<file path="config.mk">
export PLATFORM = sky130hd
export DESIGN_NAME = yurut_denetleyici
export DESIGN_NICKNAME = d
export VERILOG_FILES = /design/src/rtl/yurut_denetleyici_pkg.sv /design/src/rtl/yurut_denetleyici.sv
export SDC_FILE = /design/constraint.sdc
export NUM_CORES = 1
export LEC_CHECK = 0
export CAP_MARGIN = 20
export CORE_MARGIN = 2
export CORE_UTILIZATION = 45
export CTS_BUF_LIST = sky130_fd_sc_hd__clkbuf_4 sky130_fd_sc_hd__clkbuf_8 sky130_fd_sc_hd__clkbuf_16
export DETAILED_ROUTE_END_ITERATION = 10
export PLACE_DENSITY = 0.78
export SLEW_MARGIN = 20
export SYNTH_ARGS = -nofsm -noshare
export SYNTH_HDL_FRONTEND = slang
export SYNTH_SLANG_ARGS = --single-unit
</file>
<file path="constraint.sdc">
create_clock -name clk_i -period 3 [get_ports clk_i]
set_clock_uncertainty 0.2 [all_clocks]
set_input_delay 0.75 -clock clk_i [delete_from_list [all_inputs] [get_ports clk_i]]
set_output_delay 0.75 -clock clk_i [all_outputs]
set_load 0.01 [all_outputs]
</file>
<file path="src/rtl/yurut_denetleyici_pkg.sv">
// Shared unit codes and helpers for the execute-stage controller.
// Unit codes select the write-back source downstream.
package yurut_denetleyici_pkg;

    localparam logic [2:0] BIRIM_AMB       = 3'd0;
    localparam logic [2:0] BIRIM_CARPMA    = 3'd1;
    localparam logic [2:0] BIRIM_BOLME     = 3'd2;
    localparam logic [2:0] BIRIM_YAPAYZEKA = 3'd3;
    localparam logic [2:0] BIRIM_BELLEK    = 3'd4;
    localparam logic [2:0] BIRIM_DALLANMA  = 3'd5;
    localparam logic [2:0] BIRIM_CSR       = 3'd6;
    localparam logic [2:0] BIRIM_SISTEM    = 3'd7;

    function automatic logic cok_cevrimli(input logic [2:0] b);
        return (b == BIRIM_CARPMA) ||
               (b == BIRIM_BOLME) ||
               (b == BIRIM_YAPAYZEKA);
    endfunction

endpackage

</file>
<file path="src/rtl/yurut_denetleyici.sv">
// Execute-stage controller: launches multi-cycle units, stalls the
// pipeline while they run, and retires one result per instruction.
module yurut_denetleyici
    import yurut_denetleyici_pkg::*;
#(
    parameter int CARPMA_GECIKME = 2,
    parameter int ZAMAN_ASIMI    = 64
) (
    input  logic       clk_i,
    input  logic       rst_ni,
    input  logic       cyo_gecerli_i,
    input  logic [2:0] cyo_birim_i,
    input  logic       cyo_bosalt_i,
    input  logic       bol_bitti_i,
    input  logic       yzh_bitti_i,
    output logic       carp_basla_o,
    output logic       bol_basla_o,
    output logic       yzh_basla_o,
    output logic       birim_iptal_o,
    output logic       ddb_dur_o,
    output logic       gy_gecerli_o,
    output logic [2:0] gy_birim_o,
    output logic       hata_o
);

    typedef enum logic [1:0] {
        BOSTA,
        CALISIYOR,
        TAMAM
    } durum_t;

    localparam logic [8:0] GEC_SON   = 9'(CARPMA_GECIKME);
    localparam logic [8:0] ASIM_SON  = 9'(ZAMAN_ASIMI);
    localparam logic [7:0] SAYAC_MAX = 8'(ZAMAN_ASIMI);

    durum_t     durum;
    logic [7:0] sayac;
    logic [2:0] birim_q;

    logic       kabul;
    logic       tek_cevrim;
    logic       calis;
    logic       bitti;
    logic       asim;
    logic [8:0] sayac_art;

    assign sayac_art = {1'b0, sayac} + 9'd1;

    always_comb begin
        bitti = 1'b0;
        unique case (birim_q)
            BIRIM_CARPMA:    bitti = (sayac_art == GEC_SON);
            BIRIM_BOLME:     bitti = bol_bitti_i;
            BIRIM_YAPAYZEKA: bitti = yzh_bitti_i;
            default:         bitti = 1'b0;
        endcase
    end

    // Everything below is gated by rst_ni so reset silences outputs at once.
    always_comb begin
        kabul = rst_ni && (durum == BOSTA) && cyo_gecerli_i &&
                !cyo_bosalt_i && cok_cevrimli(cyo_birim_i);
        tek_cevrim = rst_ni && (durum == BOSTA) && cyo_gecerli_i &&
                     !cyo_bosalt_i && !cok_cevrimli(cyo_birim_i);
        calis = rst_ni && (durum == CALISIYOR);
        asim  = (sayac_art == ASIM_SON);
    end

    always_comb begin
        carp_basla_o  = kabul && (cyo_birim_i == BIRIM_CARPMA);
        bol_basla_o   = kabul && (cyo_birim_i == BIRIM_BOLME);
        yzh_basla_o   = kabul && (cyo_birim_i == BIRIM_YAPAYZEKA);
        ddb_dur_o     = kabul || calis;
        // Flush beats done; done beats timeout.
        birim_iptal_o = calis && (cyo_bosalt_i || (!bitti && asim));
    end

    always_ff @(posedge clk_i) begin
        if (!rst_ni) begin
            durum        <= BOSTA;
            sayac        <= 8'd0;
            birim_q      <= 3'd0;
            gy_gecerli_o <= 1'b0;
            gy_birim_o   <= 3'd0;
            hata_o       <= 1'b0;
        end else begin
            gy_gecerli_o <= 1'b0;
            unique case (durum)
                BOSTA: begin
                    if (kabul) begin
                        birim_q <= cyo_birim_i;
                        sayac   <= 8'd0;
                        durum   <= CALISIYOR;
                    end else if (tek_cevrim) begin
                        gy_gecerli_o <= 1'b1;
                        gy_birim_o   <= cyo_birim_i;
                    end
                end
                CALISIYOR: begin
                    if (sayac != SAYAC_MAX) begin
                        sayac <= sayac + 8'd1;
                    end
                    if (cyo_bosalt_i) begin
                        durum <= BOSTA;
                    end else if (bitti) begin
                        durum <= TAMAM;
                    end else if (asim) begin
                        hata_o <= 1'b1;
                        durum  <= BOSTA;
                    end
                end
                TAMAM: begin
                    gy_gecerli_o <= 1'b1;
                    gy_birim_o   <= birim_q;
                    durum        <= BOSTA;
                end
                default: begin
                    durum <= BOSTA;
                end
            endcase
        end
    end

endmodule

</file>
# Word-level counts from Yosys, hierarchy flattened
# Index checks and enable logic that the tools add are counted.
word_totals:
  regBits: 18
  input_bits: 9
  out_inout_bits: 10
  word_cells: 67
classes:
  addsub: 2
  eq_ne: 16
  muxes: 15
  bitwise_logic: 2
  n_reduce_logical: 26
op_table:
  columns: ["op", "count"]
  rows:
  - ["$mux W8", 2]
  - ["$pmux W8 S2", 1]
  - ["$eq A3 B2 Y1 const B", 4]
  - ["$logic_and A1 B1 Y1", 11]
  - ["$add A8 B1 Y9 const B", 1]
  - ["$eq A9 B2 Y1 const B", 1]
  - ["$eq A9 B7 Y1 const B", 1]
  - ["$add A8 B1 Y8 const B", 1]
  - ["$mux W2", 4]
  - ["$ne A8 B7 Y1 const B", 1]
  - ["$eq A3 B1 Y1 const B", 2]
  - ["$mux W3", 2]
  - ["$ne A2 B2 Y1 const B", 3]
  - ["$pmux W3 S2", 1]
  - ["$reduce_and A3 Y1", 2]
  - ["$logic_or A1 B1 Y1", 4]
  - ["$ne A4 B4 Y1 const B", 1]
  - ["$pmux W2 S2", 1]
  - ["$reduce_and A2 Y1", 2]
  - ["$reduce_and A4 Y1", 1]
  - ["$reduce_bool A2 Y1", 2]
  - ["$logic_not A1 Y1", 3]
  - ["$pmux W1 S3", 1]
  - ["$eq A2 B1 Y1 const B", 1]
  - ["other kinds (6)", 8]

# Depth between registers and ports, before layout
depth:
  ltp_word: 8
  mapped_depth: 8
  ltp_nobuf: 7

# Worst setup path after synthesis
# Ideal clock, no wire load.
synth_timing:
  kind: "input-to-output"
  start: "input port cyo_bosalt_i"
  end: "output port ddb_dur_o"
  arrival_time_ps: 1595
  t_required_ps: 2050
  setup_slack_ps: 455
  stages: 3
  path_buffers: 0
  path_cell_list: "nand4bb_1 or4_4 nand2_1"
synth_via:
  elab_chain_len: 4
synth_rtl:
  columns: ["element", "line_no", "source"]
  rows:
  - ["start: declaration", "yurut_denetleyici.sv:13", "input logic cyo_bosalt_i,"]
  - ["$logic_not A1 Y1", "yurut_denetleyici.sv:62", "!cyo_bosalt_i && cok_cevrimli(cyo_birim_i);"]
  - ["$logic_and A1 B1 Y1", "yurut_denetleyici.sv:61", "kabul = rst_ni && (durum == BOSTA) && cyo_gecerli_i &&"]
  - ["$logic_and A1 B1 Y1", "yurut_denetleyici.sv:62", null]
  - ["$logic_or A1 B1 Y1", "yurut_denetleyici.sv:73", "ddb_dur_o = kabul || calis;"]
  - ["end: declaration", "yurut_denetleyici.sv:20", "output logic ddb_dur_o,"]
# No other way between the ends.

# Final worst setup path
layout_timing:
  start: "input port cyo_birim_i[1]"
  end: "output port ddb_dur_o"
layout_via:
  elab_chain_len: 5
  word_cells_on_any_way: 7
  classes_between: "eq/ne: 3; reduce/logical: 4"
layout_rtl:
  columns: ["element", "line_no", "source"]
  rows:
  - ["start: declaration", "yurut_denetleyici.sv:12", "input logic [2:0] cyo_birim_i,"]
  - ["$eq A3 B1 Y1 or $eq A3 B2 Y1 (tied branches)", "yurut_denetleyici_pkg.sv:15, yurut_denetleyici_pkg.sv:16", null]
  - ["$logic_or A1 B1 Y1", "yurut_denetleyici_pkg.sv:15", "return (b == BIRIM_CARPMA) ||"]
  - ["$logic_or A1 B1 Y1 (*)", "yurut_denetleyici_pkg.sv:16", "(b == BIRIM_BOLME) ||"]
  - ["$logic_and A1 B1 Y1 (*)", "yurut_denetleyici.sv:62", null]
  - ["$logic_or A1 B1 Y1 (*)", "yurut_denetleyici.sv:73", null]
# Every way passes the cells marked *; elsewhere a longest branch is shown, timed or not.

==> results.md <==
* Status: finished, final reports clean
* Worst Path Required at between 2000 and 2500 ps
* Die area at approximately 2900 µm²
* Port bufs at 18
* P&R area growth vs syn at 39.8%
* Slew @ Worst Pin at 527 ps
* VDD IR max at between 0.2 and 0.25 mV
* Most common cell after layout, fill and taps aside: buf_4
* Seq/Total Area, Yosys at between 30% and 40%
* Critical path arrival at 1970 ps
* DR DRC count at 0
* Post-synth cell types at 42
* Die X at between 50 and 60 µm
* Global-route wire length before repair at about 4500 µm
* Fmax at roughly 340 MHz
* Initial antenna violation count at 0
* Post-synth top area share at between 30% and 40%
* WL/cell at between 10 and 15 µm
* Cts hold-fix bufs at 0
* Layout cells sized above 1 at about 30%
* Post-Route WL at roughly 2800 µm
* Pleak at 0.713 nW
* Post-synth net total at approximately 150
* Worst skew pair latency at around 310 ps
* Max clock buf depth at 2
* Core area at approximately 2400 µm²
* Post-layout util at between 60% and 70%
* Slowest CP cell: clkdlybuf4s50_1
* Max-Cap Viols at 0
* Initial Util at 46.1%
* Top cell type by total area after synthesis: dfxtp_1
* Top FF cell, synth: dfxtp_1
* TritonCTS buffer count at 3
* Synth area leaders: dfxtp_1 32%, nand2_1 5.1%, nor2_1 4.7%, ha_1 4.5%, mux2i_1 4.5%
* Pre-CTS setup slack at -518 ps
* Slew Limit Fails at 0
* CTS root buffer: clkbuf_4
* RSZ-0062 raised after global routing: false
* Min Tclk post-route at about 2900 ps
* Clock transition at path regs at 110 ps
* Site Rows at 18
* Final #Nets at roughly 190
* Most frequent cells in the layout: 27 x buf_4, 16 x dfxtp_1, 14 x nand2_1
* Largest net degree at the start of global routing at 18
* Gate Count Post-Synth at between 100 and 150
* CTS tree: built
* Synth warn at 0
* Final hold slack at between 300 and 400 ps
* Max-slew headroom at roughly 64%
* CP Capture Type: primary output
* Crit start category: input port
* H-tree Lvls at 1
* Antenna-violating nets left at 0
* Synthesized area at approximately 1100 µm²
* Post-synth EDFFs at 0
* HPWL Detailed at around 2100 µm
* Fraction of registers with async set or reset after synthesis at 0%
* DR vias at between 1k and 1.5k
* DRT Pass-1 Iters at 4
* Period utilization at between 90% and 100%
* Sink Count at 18
* Placer Congestion at between 0.8 and 0.9
* Syn_area_per_cell at 8.42 µm²
* CP Cell Sequence: clkdlybuf4s50_1 > nor2_1 > or4_4 > nand2_1 > buf_2
* Vias per cell at roughly 5.5
* # IOs at 19
* WS Path Type: input port to primary output
* Vias in the first global route at approximately 1k
* ANT cells at 0
* Crit path max fanout at 2
* Setup ws final at between 70 and 80 ps
* Crit-path max cell delay at 480 ps
* P per Cell Area at between 200 and 300 nW/µm²
* Min-delay worst type: flip-flop to flip-flop
* Die Span Y at ~54 µm
* GRT Overall Usage at 21.7%
* Yosys reg bits at 18
* Setup violators final at 0
* Final hold vios at 0
* Iter 0 DRT Violations at between 50 and 60
* Total grt overflow at 0
==> synthesized netlist by cell type (3+ instances only) <==
master and n:
a21boi_0 3, a21boi_1 4, buf_2 4, and3_1 3, nor2_1 14, mux2i_1 5, ha_1 4, o21ai_0 7
nand4bb_1 3, o211a_1 3, nor4_1 3, inv_1 4, nand2b_1 3, and2_1 4, nand3_1 5, dfxtp_1 18
nand2_1 15
==> worst max-delay path, delay by kind of cell <==
kind | cells | cell delay [ps]
buffers and inverters | 2 | 600
AND/OR/NAND/NOR | 3 | 610
==> final timing paths <==
check                        start                     to  slack (ps)  depth (start not counted)
max                 cyo_birim_i[1]              ddb_dur_o          80                          5
min            hata_o$_SDFFE_PN0P_    hata_o$_SDFFE_PN0P_         310                          1
max reg2reg  sayac[1]$_SDFFE_PN0P_  sayac[4]$_SDFFE_PN0P_         750                          8
min reg2reg    hata_o$_SDFFE_PN0P_    hata_o$_SDFFE_PN0P_         310                          1
==> metrics by stage <==
stage / instance area [µm²] / instances / total power [mW] / TNS, ps
final: 1550 / 205 / 0.461 / 0
after global routing: 1550 / 205 / 0.475 / 0
after CTS: 1530 / 204 / 0.462 / 0
after detailed placement: 1480 / 199 / 0.306 / -2320
after floorplan: 1110 / 132 / 0.274 / 0
after global placement: 1480 / 199 / 0.304 / -2070
==> area by class of cell <==
| class | instances | area (µm²) |
|---|---|---|
| Inverter | 4 | 15.0 |
| Sequential cell | 18 | 363 |
| Multi-Input combinational cell | 104 | 737 |
| Clock buffer | 4 | 36.3 |
| Timing Repair Buffer | 45 | 364 |
| Fill cell | 196 | 857 |
| Tap cell | 30 | 37.5 |
==> flip-flops by register name, indices dropped and copies added, names as in the netlist <==
signal        flops
birim_q           3
durum             2
gy_birim_o        3
gy_gecerli_o      1
hata_o            1
sayac             8
==> routing by layer <==
metal  global-route usage (%)  vias up  part of all wire [%]
met5                        0        -                     0
met4                     9.83        0                   1.8
met3                     2.50        5                   3.7
met2                     36.2       26                    50
met1                     27.7      535                    44
li1                         -      568                     -
==> report_power, final <==
group / internal (mW) / switching [mW]
Sequential: 0.243 / 0.00281
Clock: 0.0742 / 0.0873
Combinational: 0.0292 / 0.0251
==> kinds of logic after synthesis <==
group | share of synthesized area, %
AND/OR/NAND/NOR | 32.0
AO/OA/AOI/OAI | 21.3
flip-flops | 32.4
buffers and inverters | 4.50
multiplexers | 4.50
adder cells (fa/ha/maj) | 4.50
XOR/XNOR | 0.788
==> timing repair <==
item                       CTS  global route
setup endpoints to repair    5             5
resized for setup           28             9
pin swaps                    6             6
buffers inserted             1             1
Power figures use the tool's default switching activity.
